[src/rtl/ecc_pkg.sv]
// Shared SECDED helpers for the extended Hamming encoder/decoder pair.
// Codeword layout: data bits sit at the non-power-of-2 positions 1..n, parity bit
// p[i] sits at position 2^(i-1), and the overall parity p0 is kept outside cw[n:1].
package ecc_pkg;

  typedef enum logic [1:0] {ECC_OK, ECC_SB, ECC_DB} ecc_stat_t;

  // Smallest m with 2^m >= m + k + 1.
  function automatic int unsigned calculate_m(input int unsigned k);
    int unsigned m;
    m = 1;
    while ((32'd1 << m) < (m + k + 1)) m++;
    return m;
  endfunction

  function automatic bit is_pow2(input int unsigned x);
    return (x != 0) && ((x & (x - 1)) == 0);
  endfunction

  // Codeword position of information bit b: the b-th non-power-of-2 position,
  // counting upwards from position 1.
  function automatic int unsigned data_pos(input int unsigned b);
    int unsigned pos;
    int unsigned cnt;
    bit          found;
    pos   = 0;
    cnt   = 0;
    found = 1'b0;
    for (int unsigned j = 1; j < 4096; j++) begin
      if (!found && !is_pow2(j)) begin
        if (cnt == b) begin
          pos   = j;
          found = 1'b1;
        end
        cnt++;
      end
    end
    return pos;
  endfunction

endpackage

[src/rtl/ecc_syndrome.sv]
// Combinational syndrome / overall-parity generator for the extended Hamming code.
// Ports:
//   cw_i  codeword bits at positions N..1 (stored parity bits included)
//   p0_i  overall parity bit
//   s_o   syndrome; s_o[i] covers every position whose bit i is set
//   pe_o  XOR of all N+1 received bits (1 = odd number of flips)
module ecc_syndrome #(
  parameter int unsigned M = 4,
  parameter int unsigned N = 12
) (
  input  logic [N:1]   cw_i,
  input  logic         p0_i,
  output logic [M-1:0] s_o,
  output logic         pe_o
);

  always_comb begin
    s_o = '0;
    for (int unsigned i = 0; i < M; i++) begin
      for (int unsigned j = 1; j <= N; j++) begin
        if (((j >> i) & 32'd1) == 32'd1) s_o[i] = s_o[i] ^ cw_i[j];
      end
    end
  end

  assign pe_o = ^{cw_i, p0_i};

endmodule

[src/rtl/ecc_dec_stream.sv]
// Two-stage pipelined SECDED decoder on a valid/ready stream, with saturating
// single/double error counters. Stage 1 registers the codeword, syndrome and overall
// parity; stage 2 corrects, extracts the data and holds the output register.
// The whole pipeline stalls globally when the output is held.
//
// Optional feature macro: ECC_DEC_STREAM_CNT_EN
//   defined   : sb_cnt_o/db_cnt_o count corrected/uncorrectable words, clr_cnt_i clears
//   undefined : no counter flops, counts tied to 0, clr_cnt_i ignored
//
// Ports:
//   clk_i, rst_i        clock, asynchronous active-high reset
//   valid_i/ready_o/d_i  input codeword stream (d_i is n+1 bits)
//   valid_o/ready_i/q_o  output data stream (K bits)
//   syndrome_o          syndrome of the word on q_o
//   sb_err_o            single error corrected (includes p0-only error)
//   db_err_o            uncorrectable error; q_o carries raw data
//   clr_cnt_i           synchronous clear of both counters
//   sb_cnt_o, db_cnt_o  saturating error counts
module ecc_dec_stream import ecc_pkg::*; #(
  parameter int unsigned K      = 8,
  parameter bit          P0_LSB = 1'b1,
  parameter int unsigned CNT_W  = 16
) (
  input  logic                      clk_i,
  input  logic                      rst_i,
  input  logic                      valid_i,
  output logic                      ready_o,
  input  logic [calculate_m(K)+K:0] d_i,
  output logic                      valid_o,
  input  logic                      ready_i,
  output logic [K-1:0]              q_o,
  output logic [calculate_m(K)-1:0] syndrome_o,
  output logic                      sb_err_o,
  output logic                      db_err_o,
  input  logic                      clr_cnt_i,
  output logic [CNT_W-1:0]          sb_cnt_o,
  output logic [CNT_W-1:0]          db_cnt_o
);

  localparam int unsigned M = calculate_m(K);
  localparam int unsigned N = M + K;

  // Handshake: global stall.
  logic adv1, adv2, s2_load;
  logic s1_valid_q, valid_q;

  assign adv2    = ~valid_q | ready_i;
  assign adv1    = ~s1_valid_q | adv2;
  assign ready_o = adv1;
  assign s2_load = s1_valid_q & adv2;

  // Stage 1: split, syndrome, register.
  logic [N:1]   cw_in;
  logic         p0_in;
  logic [M-1:0] s_in;
  logic         pe_in;

  always_comb begin
    if (P0_LSB) begin
      cw_in = d_i[N:1];
      p0_in = d_i[0];
    end else begin
      cw_in = d_i[N-1:0];
      p0_in = d_i[N];
    end
  end

  ecc_syndrome #(
    .M (M),
    .N (N)
  ) u_syndrome (
    .cw_i (cw_in),
    .p0_i (p0_in),
    .s_o  (s_in),
    .pe_o (pe_in)
  );

  logic [N:1]   s1_cw_q;
  logic [M-1:0] s1_s_q;
  logic         s1_pe_q;

  always_ff @(posedge clk_i or posedge rst_i) begin
    if (rst_i) begin
      s1_valid_q <= 1'b0;
      s1_cw_q    <= '0;
      s1_s_q     <= '0;
      s1_pe_q    <= 1'b0;
    end else if (adv1) begin
      s1_valid_q <= valid_i;
      if (valid_i) begin
        s1_cw_q <= cw_in;
        s1_s_q  <= s_in;
        s1_pe_q <= pe_in;
      end
    end
  end

  // Stage 2: classify, correct, extract.
  ecc_stat_t    stat_d;
  logic [N:1]   cw_fix;
  logic [K-1:0] q_ext;

  always_comb begin
    stat_d = ECC_OK;
    cw_fix = s1_cw_q;
    if (s1_s_q == '0) begin
      stat_d = s1_pe_q ? ECC_SB : ECC_OK;
    end else if (s1_pe_q && (int'(s1_s_q) <= int'(N))) begin
      stat_d = ECC_SB;
      for (int unsigned j = 1; j <= N; j++) begin
        if (s1_s_q == M'(j)) cw_fix[j] = ~cw_fix[j];
      end
    end else begin
      // Even flip count with nonzero syndrome, or a syndrome pointing past the word.
      stat_d = ECC_DB;
    end
  end

  for (genvar b = 0; b < K; b++) begin : g_extract
    localparam int unsigned Pos = data_pos(b);
    assign q_ext[b] = cw_fix[Pos];
  end

  logic [K-1:0] q_q;
  logic [M-1:0] syn_q;
  logic         sb_q, db_q;

  always_ff @(posedge clk_i or posedge rst_i) begin
    if (rst_i) begin
      valid_q <= 1'b0;
      q_q     <= '0;
      syn_q   <= '0;
      sb_q    <= 1'b0;
      db_q    <= 1'b0;
    end else if (adv2) begin
      valid_q <= s1_valid_q;
      if (s1_valid_q) begin
        q_q   <= q_ext;
        syn_q <= s1_s_q;
        sb_q  <= (stat_d == ECC_SB);
        db_q  <= (stat_d == ECC_DB);
      end
    end
  end

  assign valid_o    = valid_q;
  assign q_o        = q_q;
  assign syndrome_o = syn_q;
  assign sb_err_o   = sb_q;
  assign db_err_o   = db_q;

`ifdef ECC_DEC_STREAM_CNT_EN
  logic [CNT_W-1:0] sb_cnt_q, db_cnt_q;

  // Count on the S2 load edge only, so a stalled word is counted once.
  always_ff @(posedge clk_i or posedge rst_i) begin
    if (rst_i) begin
      sb_cnt_q <= '0;
      db_cnt_q <= '0;
    end else if (clr_cnt_i) begin
      sb_cnt_q <= '0;
      db_cnt_q <= '0;
    end else if (s2_load) begin
      if ((stat_d == ECC_SB) && (sb_cnt_q != '1)) sb_cnt_q <= sb_cnt_q + CNT_W'(1);
      if ((stat_d == ECC_DB) && (db_cnt_q != '1)) db_cnt_q <= db_cnt_q + CNT_W'(1);
    end
  end

  assign sb_cnt_o = sb_cnt_q;
  assign db_cnt_o = db_cnt_q;
`else
  logic unused_cnt;
  assign unused_cnt = clr_cnt_i ^ s2_load;
  assign sb_cnt_o   = '0;
  assign db_cnt_o   = '0;
`endif

endmodule

[config.mk]
export PLATFORM = sky130hd
export DESIGN_NAME = ecc_dec_stream
export DESIGN_NICKNAME = d
export VERILOG_FILES = /design/src/rtl/ecc_pkg.sv /design/src/rtl/ecc_syndrome.sv /design/src/rtl/ecc_dec_stream.sv
export SDC_FILE = /design/constraint.sdc
export NUM_CORES = 1
export LEC_CHECK = 0
export CAP_MARGIN = 10
export CELL_PAD_IN_SITES_DETAIL_PLACEMENT = 1
export CELL_PAD_IN_SITES_GLOBAL_PLACEMENT = 1
export CORE_ASPECT_RATIO = 0.7
export CORE_MARGIN = 5
export CORE_UTILIZATION = 45
export DETAILED_ROUTE_END_ITERATION = 10
export DONT_BUFFER_PORTS = 1
export HOLD_SLACK_MARGIN = 0.05
export PLACE_DENSITY = 0.76
export SLEW_MARGIN = 20
export SYNTH_ARGS = -nofsm -noshare
export SYNTH_HDL_FRONTEND = slang
export SYNTH_SLANG_ARGS = --single-unit
[constraint.sdc]
create_clock -name clk_i -period 1.97 [get_ports clk_i]
set_input_delay 0.591 -clock clk_i [delete_from_list [all_inputs] [get_ports clk_i]]
set_output_delay 0.591 -clock clk_i [all_outputs]
set_load 0.02 [all_outputs]
# Word level (Yosys, flattened, before mapping)
# Index checks and enable logic that the tools add are counted.
# Widths: inputs -> output; s select.
totals:
  word_cells: 80
  in_bits: 18
  output_inout_bits: 48
  register_bits: 33
op_classes:
  n_bitwise: 34
  n_eq_ne: 14
  n_reduce_logical: 5
  mux: 17
  n_lt_le_gt_ge: 1
ops:
  columns: ["cell", "n"]
  rows:
  - ["$mux 12", 2]
  - ["$eq 4x4->1 const B", 5]
  - ["$xor 1x1->1", 18]
  - ["$eq 4x3->1 const B", 4]
  - ["$not 1->1", 14]
  - ["$mux 1", 13]
  - ["$reduce_xor 13->1", 1]
  - ["$eq 4x2->1 const B", 2]
  - ["$eq 4x1->1 const B", 1]
  - ["$le 4x4->1 const B", 1]
  - ["$logic_not 4->1", 1]
  - ["$mux 2", 2]
  - ["$reduce_and 2->1", 2]
  - ["$eq 2x1->1 const B", 1]
  - ["$eq 2x2->1 const B", 1]
  - ["$or 1x1->1", 2]
  - ["$logic_and 1x1->1", 1]

# Logic depth before layout (Yosys ltp)
# Gate-level depths: netlist of run 1.
logic_depth:
  word_depth: 5
  mapped_depth: 5

# By module
# A second synthesis of run 1 with hierarchy kept.
unflattened:
  hier_cells: 167
  hier_area_um2: 1790.5
by_module_without_submodules:
  columns: ["module", "cells_per_inst", "n_inst", "area_each_um2"]
  rows:
  - ["ecc_dec_stream", 147, 1, 1592.8]
  - ["ecc_syndrome", 20, 1, 197.7]

# Worst setup path before layout of run 1
# Ideal clock, no wire load.
synth_path:
  kind: "input to register"
  startpoint: "input ready_i"
  endpoint: "register s1_cw_q[10] (netlist bit)"
  cell_stages: 4
  slack_ns: 0.025
  t_required_ns: 1.845
  arrival_time_ns: 1.820
  cell_sequence: "nand3b_1 -> nand2_1 -> clkbuf_1 -> mux2_2"
synth_via:
  elab_chain_len: 3
synth_rtl:
  columns: ["item", "line", "source"]
  rows:
  - ["start, declared", "ecc_dec_stream.sv:30", "input logic ready_i,"]
  - ["$or 1x1->1", "ecc_dec_stream.sv:47", "assign adv2 = ~valid_q | ready_i;"]
  - ["$or 1x1->1", "ecc_dec_stream.sv:48", "assign adv1 = ~s1_valid_q | adv2;"]
  - ["$reduce_and 2->1 (no source line)", null, null]
  - ["end signal, assigned", "ecc_dec_stream.sv:91", "s1_cw_q <= cw_in;"]
  - ["end, declared", "ecc_dec_stream.sv:78", "logic [N:1] s1_cw_q;"]
# No other way between the ends.
# A chain may end at the register's enable or synchronous reset.

# Worst setup path in the final report of run 1
layout_path:
  startpoint: "input d_i[12]"
  endpoint: "register s1_pe_q"
layout_via:
  elab_chain_len: 1
layout_rtl:
  columns: ["item", "line", "source"]
  rows:
  - ["start, declared", "ecc_dec_stream.sv:28", "input logic [calculate_m(K)+K:0] d_i,"]
  - ["$reduce_xor 13->1", "ecc_syndrome.sv:26", "assign pe_o = ^{cw_i, p0_i};"]
  - ["end signal, assigned", "ecc_dec_stream.sv:93", "s1_pe_q <= pe_in;"]
  - ["end, declared", "ecc_dec_stream.sv:80", "logic s1_pe_q;"]
# No other way between the ends.

==> results of run 1 <==
worst paths after layout:
check / start / end / slack, ps / cells past startpoint
min: rst_i / valid_o / 270 / 2
max in group asynchronous: rst_i / q_o[1] / 1430 / 2
min in group clk_i: valid_i / s1_valid_q / 420 / 1
max: d_i[12] / s1_pe_q / 310 / 4
min reg2reg: s1_valid_q / valid_o / 520 / 1
max reg2reg: valid_o / s1_cw_q[6] / 460 / 3
area by class of cell:
class                   instances  share of cell area, %
clock buffers                   7                   5.07
flip-flops and latches         29                   42.6
repair buffers                  3                   1.32
well taps                      50                   3.67
inverters                       1                  0.220
multi-input cells             135                   47.1
through the flow:
stage          hold WS (ps)  worst slack, ps
6_report                266              310
2_1_floorplan           471             25.2
3_5_place_dp            504             8.93
4_1_cts                 273              292
5_1_grt                 301              232
3_3_place_gp            491             40.2
cell families (layout without fill, tap and decap cells):
kind of cell,after synthesis,after routing,synth area share [%]
multiplexers,10,10,6.72
flip-flops,29,29,43.3
other,1,32,0.224
buffers and inverters,38,11,15.7
XOR/XNOR,27,27,16.2
AO/OA/AOI/OAI,16,16,4.78
AND/OR/NAND/NOR,50,50,13.1
registers in the layout, indices dropped and copies added (netlist names):
| name | cells |
|---|---|
| syndrome_o | 4 |
| q_o | 8 |
| s1_pe_q | 1 |
| db_err_o | 1 |
| sb_err_o | 1 |
| s1_cw_q | 8 |
| valid_o | 1 |
| s1_s_q | 4 |
| s1_valid_q | 1 |
power by group through the flow:
stage               logic, mW  registers [mW]  clock network, mW
CTS                     0.436            1.03              0.499
global placement        0.414            1.02                  0
detailed placement      0.435            1.04                  0
floorplan               0.447           0.957                  0
global route            0.486            1.05              0.529
finish                  0.429            1.02              0.484
worst max-delay path, delay by kind of cell:
kind | cells | cell delay [ps]
xor+xnor | 3 | 980
mux | 1 | 260
synthesized netlist by cell type, drive strengths merged, types with 2 or more instances:
cell type	instances
nand3b	2
nor3	4
o21ai	16
dfrtp	29
nand2	30
buf	32
clkbuf	5
xnor3	2
nor2	6
xor2	5
mux2	10
nand2b	5
xnor2	20
routing by layer:
layer | GRT usage, % | wire length (um) | vias up
met4 | 6.29 | 58 | 0
met3 | 6.68 | 339 | 7
met2 | 19.4 | 1300 | 51
li1 | - | - | 489
met5 | 0 | 0 | -
met1 | 17.7 | 1500 | 478
==> run summary, run 1 <==
The number of slew-limit violations in the final report came out at 0. The CTS buffer count came out at 5. The floorplan step set the die height to 61.1 um.

The instance count of the mapped netlist is 171. After the flow finishes, the layout carries non-filler instances totaling 225. dfrtp_1 takes more of the synthesized area than any other cell. The maximum level of the CTS H-tree is 2. Clock tree synthesis selected as its root buffer the cell clkbuf_8. The critical path goes through xnor3_1, xor2_1, xnor3_1, mux2_2.

The number of nets with antenna violations after routing is 0. The setup fix buffers added after clock tree synthesis came out at 0. The proportion of synthesized flip-flops having asynchronous set or reset came out at 100%. The share of total power dissipated in sequential elements is 52.8%.

The worst setup path is captured at a register. The number of gates resized after CTS is 0. For this run, the leading register cell type out of synthesis is dfrtp_1.

Measured on the finished design, the core utilization comes to 47.9%. The area of the multi-input gates came out at 803 um^2. The fraction of the cycle the final worst path needs is 84.3%. The number of storage elements in the synthesis netlist came out at 29.

The category of the worst setup path launch point is an input port. Power spread over the standard cell area amounts to 1140 nW/um^2. Setup repair after global routing left no endpoint under its margin. Net switching is 37.1% of the power. For this design, the slowest cell found on the critical path is xnor3_1. The number of antenna violations at the first check in global routing is 0. The sequential cell area came out at 726 um^2.

The TritonCTS clock tree is done. The largest fanout of any net on the critical path came out at 3. The final sum of negative setup slack is 0 ps.

The clock reaches the later pin of the worst-skew pair after 280 ps. The fill cell instance count of the final layout is 436. The via count of the first global-routing pass came out at 1057. The count of routing violations after the opening detailed-route iteration came out at 24. VDD sags by at most 461 uV. Across the routed clock network, the largest skew measured is 3.77 ps. The number of failing hold endpoints at the final stage is 0.

Per report_power, the clock group accounts for 25.0% of the total. The number of distinct library cells after synthesis came out at 19. The time the worst path needs with I/O delays and setup is 1660 ps.

The overall routing resource usage came out at 13.6%. The share of cells above drive strength 1 is 11.4%. The library cells used most frequently in the layout, excluding fill and tap cells, are conb_1 (32), nand2_1 (30), dfrtp_1 (29).

The number of buffer cells added on primary ports came out at 0. The count of yosys warnings during synthesis is 0. Once placement finished, the instance area stood at 1620 um^2. Summing every instance area after synthesis gives 1680 um^2.

The final route contains 1025 vias. The fraction of post-synthesis cell area in the top cell type by area came out at 43.3%. The most prevalent standard cell on the critical path is xnor3_1. The tree built by TritonCTS fans out to 29 sinks. The count of placed standard cells including taps is 218.

The pin slew with the least headroom to its limit is 645 ps. The class of the worst hold path is in2async. The tool flagged a number of max-cap violations equal to 0. The first global-routing pass estimated 5220 um of wire.

The via-per-instance ratio is 4.56. The number of placement rows came out at 18. The flow ran to the end, and the final reports show no timing, DRC or antenna violations. In this run the static leakage power is 0.771 nW. After detailed routing, the average wire length per cell comes to 14.2 um.

The initial utilization of the core area, before any placement, comes to 47.1%. The clock transition at the registers of the reported paths is 60 ps. Global routing finished with a remaining overflow of 0. Ranked by total cell area, the synthesized netlist is headed by dfrtp_1 (43%), buf_4 (14%), xnor2_1 (10%).

The maximum number of pins on one net before global-route repair came out at 30. The worst setup path category is in2reg. The count of antenna diodes in the layout came out at 0.

The average instance area after synthesis came out at 9.80 um^2. The number of hold buffers added after CTS was 0. The boundary pin count is 66. The library cell used most frequently in the layout, excluding fill and tap cells, is conb_1.

The share of power burned in combinational logic came out at 22.2%. The number of DRC violations after detailed routing is 0. The sequential cell area fraction in the yosys report came out at 43.3%. The global placer's final weighted congestion is 0.803. The achievable clock frequency came out at 0.602 GHz. Counting flops with a built-in enable in the synthesized netlist gives 0.

The floorplan die area came out at 5060 um^2. The required time at the endpoint of the critical path came out at 2140 ps. The worst path arrival time is 1830 ps. The total power of the final layout is 1.94 mW. The final standard cell area without fillers came out at 1700 um^2. In this run the power spent charging and discharging nets is 0.719 mW.

The total area inside the core boundary comes to 3560 um^2. Counting along the longest clock path gives a buffer depth of 2. The final count of negative-setup-slack endpoints is 0. The routed design has 3190 um of wire. The post-detailed-placement half-perimeter wirelength came out at 2640 um. The width of the chip is 82.9 um. In the final design database the tool counted 193 nets.

The layout overhead on the synthesized area came out at 1.72%. Measured against its own limit, the worst slew margin works out to 56.9%. The first detailed-routing pass took 4 iterations.

The total internal power came out at 1.22 mW. The highest cell delay on the worst timing path came out at 410 ps.
Power figures use the tool's default switching activity.
==> run 2: changes to the inputs <==
==> constraint.sdc (replaced) <==
create_clock -name clk_i -period 1.7 [get_ports clk_i]
set_input_delay 0.51 -clock clk_i [delete_from_list [all_inputs] [get_ports clk_i]]
set_output_delay 0.51 -clock clk_i [all_outputs]
set_load 0.02 [all_outputs]
==> run summary, run 2 (synthesis results as in run 1) <==
The library cells used most frequently in the layout, excluding fill and tap cells, are conb_1 (32), nand2_1 (29), dfrtp_1 (29). For the final routed database, the setup TNS stands at 0 ps. The first detailed-routing pass took 3 iterations. After global routing, the most crowded layer is met2. The number of slew-limit violations in the final report came out at 0.

The clock sink total came out at 29. The floorplan die area came out at 5060 um^2. The via count of the first global-routing pass is 1067. The clock skew after layout came out at 6.70 ps. The launch instance of the worst register-to-register path is s1_valid_q.

The flow ran to the end, and the final reports show no timing, DRC or antenna violations. The final cell utilization of the core came out at 48.6%. The power density relative to cell area is 1310 nW/um^2. The post-detailed-placement half-perimeter wirelength is 2810 um. CTS built an H-tree with a depth of 2. The maximum number of pins on one net before global-route repair is 30.

The floorplan has 18 rows. For this run, the post-layout net count is 196. The worst path arrival time is 960 ps. The clock tree root driver cell is clkbuf_8. The worst slack at placement came out at -73.3 ps.

Across all layers, the routed design uses 1019 vias. Setup repair after global routing left no endpoint under its margin. The global routing met3 resource utilization is 8.16%.

The fraction of the cycle the final worst path needs is 86.5%. The number of antenna violations at the first check in global routing is 0. The share of cells above drive strength 1 came out at 13.5%.

The maximum VDD drop came out at 501 uV. The total core area came out at 3560 um^2. Of all nets on the critical path, the largest fanout is 4. Global routing consumed, on the met2 layer, 22.5% of the routing resources. The vertical die dimension is 61.1 um. The via-per-instance ratio is 4.47.

The final count of negative-setup-slack endpoints came out at 0. The maximum root-to-sink buffer count came out at 2. The number of failing hold endpoints at the final stage is 0.

For this block, the initial DRC count from the detailed router was 82. The starting utilization of the core area came out at 47.1%. Routability-driven placement finished with a final weighted congestion of 0.784. The boundary pin count came out at 66. The number of nets with antenna violations after routing came out at 0.

The category of the worst setup path launch point is a register. After detailed routing, the average wire length per cell comes to 14.9 um. For met1 alone, demand over resource in global routing was 17.0%. The final wirelength came out at 3410 um. The overall routing resource usage is 14.3%. The number of gates resized after CTS came out at 0. The number of buffer cells added on primary ports is 0. The time the worst path needs with I/O delays and setup is 1470 ps. The width of the chip is 82.9 um.

The required time at the endpoint of the critical path came out at 1190 ps. The clock latency reported for the late side of the worst-skew pair came out at 280 ps. TritonCTS built the clock tree.

The number of DRC violations after detailed routing came out at 0. The kind of end point of the critical path is a primary output. Static timing analysis puts the maximum clock frequency at 0.680 GHz. The CTS buffer count is 5.

Relative to the synthesized area, the layout overhead comes to 3.21%. By startpoint and endpoint, the worst setup path is classified as reg2out. The worst hold path belongs to the class in2async.

The reported leakage power is 0.785 nW. Global routing finished with a remaining overflow of 0. The count of antenna diodes in the layout is 0. Setup slack on the critical path of the routed design comes to 230 ps. The global-route wire length before repair came out at 5380 um. The most common library cell in the layout ignoring fill and taps is conb_1. The hold buffer count at cts came out at 0. After clock tree synthesis, the clock-pin slew on the worst setup and hold paths is 60 ps. The number of maximum-capacitance constraint violations is 0.

The setup fix buffers added after clock tree synthesis came out at 0. In this run the worst setup path begins at s1_valid_q.
==> run 2: changes by cell type in the layout (fill, tap and decap cells not counted), sizes merged <==
cell,previous run,this run
buf,3,6
==> run 2: cell type report <==
cell class	instances	area, um^2
Fill cell	431	1830
Multi-Input combinational cell	135	806
Sequential cell	29	726
Clock buffer	7	86.3
Tap cell	50	62.6
Timing Repair Buffer	6	45.0
Inverter	1	3.75
==> run 2: where the power goes <==
group / internal, mW / switching [mW] / total [mW]
logic: 0.242 / 0.285 / 0.527
clock network: 0.320 / 0.242 / 0.562
registers: 0.863 / 0.318 / 1.18
total: 1.42 / 0.845 / 2.27
==> run 2: worst paths after layout <==
check	to	slack, ps	cells after the start
max	ready_o	230	2
min	s1_pe_q	180	2
max reg2reg	s1_cw_q[9]	420	3
min reg2reg	valid_o	510	1
max in group asynchronous	q_o[1]	1240	2
min in group clk_i	s1_valid_q	340	1
==> run 2: worst max-delay path: stages, from the launching register on <==
cell	delay, ps
dfrtp_1	400
nand3b_1	130
buf_4	160
==> run 2: per-layer routing <==
| layer | share of wire [%] | vias to the layer above |
|---|---|---|
| met5 | 0 | - |
| met4 | 0.85 | 0 |
| met3 | 11 | 2 |
| met2 | 45 | 46 |
| met1 | 43 | 474 |
| li1 | - | 497 |
==> run 2: stage by stage <==
| stage | hold slack, ps | power (mW) | std cells | instance area (um^2) |
|---|---|---|---|---|
| after floorplan | 471 | 1.63 | 202 | 1800 |
| after global placement | 485 | 1.68 | 221 | 1640 |
| after detailed placement | 501 | 1.73 | 221 | 1640 |
| after CTS | 191 | 2.31 | 228 | 1730 |
| after global routing | 218 | 2.42 | 228 | 1730 |
| final | 185 | 2.27 | 228 | 1730 |
==> run 3: changes to the inputs <==
--- a/config.mk
+++ b/config.mk
@@ -14,7 +14,7 @@
 export DETAILED_ROUTE_END_ITERATION = 10
 export DONT_BUFFER_PORTS = 1
 export HOLD_SLACK_MARGIN = 0.05
-export PLACE_DENSITY = 0.76
+export PLACE_DENSITY = 0.78
 export SLEW_MARGIN = 20
 export SYNTH_ARGS = -nofsm -noshare
 export SYNTH_HDL_FRONTEND = slang
==> run summary, run 3 (synthesis results as in run 1) <==
The reported net switching power is 0.862 mW. The global-route wire length before repair came out at 5570 um. VDD sags by at most 665 uV. The class of the worst hold path is in2async.

For the finished layout, the period the worst path requires is 1610 ps. The layout overhead on the synthesized area is 3.66%. The number of antenna violations at the first check in global routing came out at 0. The global route total overflow is 0. The library cell used most frequently in the layout, excluding fill and tap cells, is conb_1.

The highest cell delay on the worst timing path came out at 480 ps. The width of the chip is 82.9 um. The number of nets with antenna violations after routing is 0. The clock sink total came out at 29. In this run the critical register-to-register path is launched from valid_o. The global placer's final weighted congestion came out at 0.754. With fillers left out, the area of the finished cells amounts to 1740 um^2. The total internal power is 1.47 mW. Along the worst path, the maximum fanout reaches 3. The share of cells above drive strength 1 came out at 14.0%. The count of antenna diodes in the layout is 0. The number of slew-limit violations in the final report is 0.

The critical path in this run is classified as reg2out. The switching share of power is 37.0%. For this design, the CTS-stage hold fixing added 0 buffers. Leaving out fill and tap cells, the most frequent cells in the layout are conb_1 (32), nand2_1 (29), dfrtp_1 (29).

The number of failing hold endpoints at the final stage is 0. The via total after detailed routing came out at 1009. The boundary pin count came out at 66. The via count of the first global-routing pass was 1117. The final cell utilization of the core is 48.8%. The number of DRC violations after detailed routing is 0. The count of routing violations after the opening detailed-route iteration came out at 55. The maximum root-to-sink buffer count came out at 2. The fraction of the cycle the final worst path needs came out at 94.7%. The final wirelength came out at 3230 um. The clock network is responsible for 27.1% of the overall power. The total core area is 3560 um^2. STA puts the critical path data required time at 1190 ps.

The achievable clock frequency is 0.621 GHz. In the final design database the tool counted 195 nets. The maximum level of the CTS H-tree came out at 2. The slowest stage of the critical path belongs to the cell dfrtp_1. After detailed placement, the total cell area comes to 1640 um^2.

The number of gates resized after CTS came out at 0. The vertical die dimension came out at 61.1 um. The post-detailed-placement half-perimeter wirelength came out at 2560 um. The worst path arrival time came out at 1100 ps. The number of maximum-capacitance constraint violations is 0. The worst setup path is launched from a register. The kind of end point of the critical path is a primary output. The clock transition at the registers of the reported paths is 60 ps. The overall routing resource usage is 14.6%. The clock skew after layout came out at 7.97 ps. After detailed routing, the number of vias per cell comes to 4.43.

CTS placed an instance of clkbuf_8 at the clock tree root. The clock latency reported for the late side of the worst-skew pair is 280 ps. The starting utilization of the core area came out at 47.1%.

The share of power burned in combinational logic came out at 22.3%. TritonCTS created 5 clock buffers. The number of placement rows is 18. The setup fix buffers added after clock tree synthesis came out at 0. The run finished with clean final reports. The power density relative to cell area is 1340 nW/um^2. The fill cell instance count of the final layout came out at 430. The sequential share of power is 50.6%. In this run the static leakage power is 0.791 nW.

Setup repair after global routing left no endpoint under its margin. Dividing the detail-routed wire length by the instance count gives 14.2 um. The number of buffer cells added on primary ports is 0.

The maximum number of pins on one net before global-route repair is 30. The die covers 5060 um^2. The TritonCTS clock tree is done. The signal on the critical path passes through nand3b_1, buf_4.

Setup violations remaining at the end of the flow were counted as 0. The critical path starts at valid_o. The count of TritonRoute iterations in the first routing pass came out at 4.
==> run 3: path summary, 6_finish.rpt <==
check | endpoint | slack (ps) | cells after the start
max | ready_o | 90 | 2
min | s1_cw_q[10] | 180 | 2
max reg2reg | s1_s_q[2] | 290 | 3
min reg2reg | valid_o | 530 | 1
max in group asynchronous | q_o[5] | 1250 | 2
min in group clk_i | s1_valid_q | 340 | 1
==> run 3: per-stage QoR <==
step	setup TNS (ps)	cells	power, mW	worst slack (ps)	hold slack [ps]
after floorplan	0	202	1.63	16.7	471
after global placement	0	220	1.68	4.69	485
after detailed placement	-84.2	220	1.72	-84.2	494
final	0	228	2.33	90.7	177
after global routing	0	228	2.50	22.5	212
after CTS	0	228	2.36	70.8	188
==> run 3: area by class of cell <==
type	instances	area, um^2	share of cell area (%)
clock inverter	1	5.00	0.288
tap	50	62.6	3.60
multi-input combinational	135	806	46.4
timing repair buffer	5	37.5	2.16
sequential	29	726	41.8
inverter	1	3.75	0.216
clock buffer	7	96.3	5.55
==> run 3: power groups by stage <==
| stage | combinational, mW | sequential [mW] | clock, mW |
|---|---|---|---|
| 2_1_floorplan | 0.519 | 1.11 | 0 |
| 3_3_place_gp | 0.494 | 1.18 | 0 |
| 3_5_place_dp | 0.525 | 1.20 | 0 |
| 4_1_cts | 0.529 | 1.18 | 0.651 |
| 5_1_grt | 0.591 | 1.21 | 0.697 |
| 6_report | 0.519 | 1.18 | 0.631 |
==> run 3: worst max-delay path: cells and delay by family, from the launching register on <==
kind	cells	cell delay, ps
DFF	1	480
and+or+nand+nor	1	150
buffers and inverters	1	190
==> run 3: layer usage <==
metal	vias up	wire, um	part of all wire [%]	GRT usage [%]
met2	49	1360	42	20.9
met1	459	1460	45	18.5
met5	-	0	0	0
met4	0	29	0.90	4.90
li1	498	-	-	-
met3	3	379	12	8.82
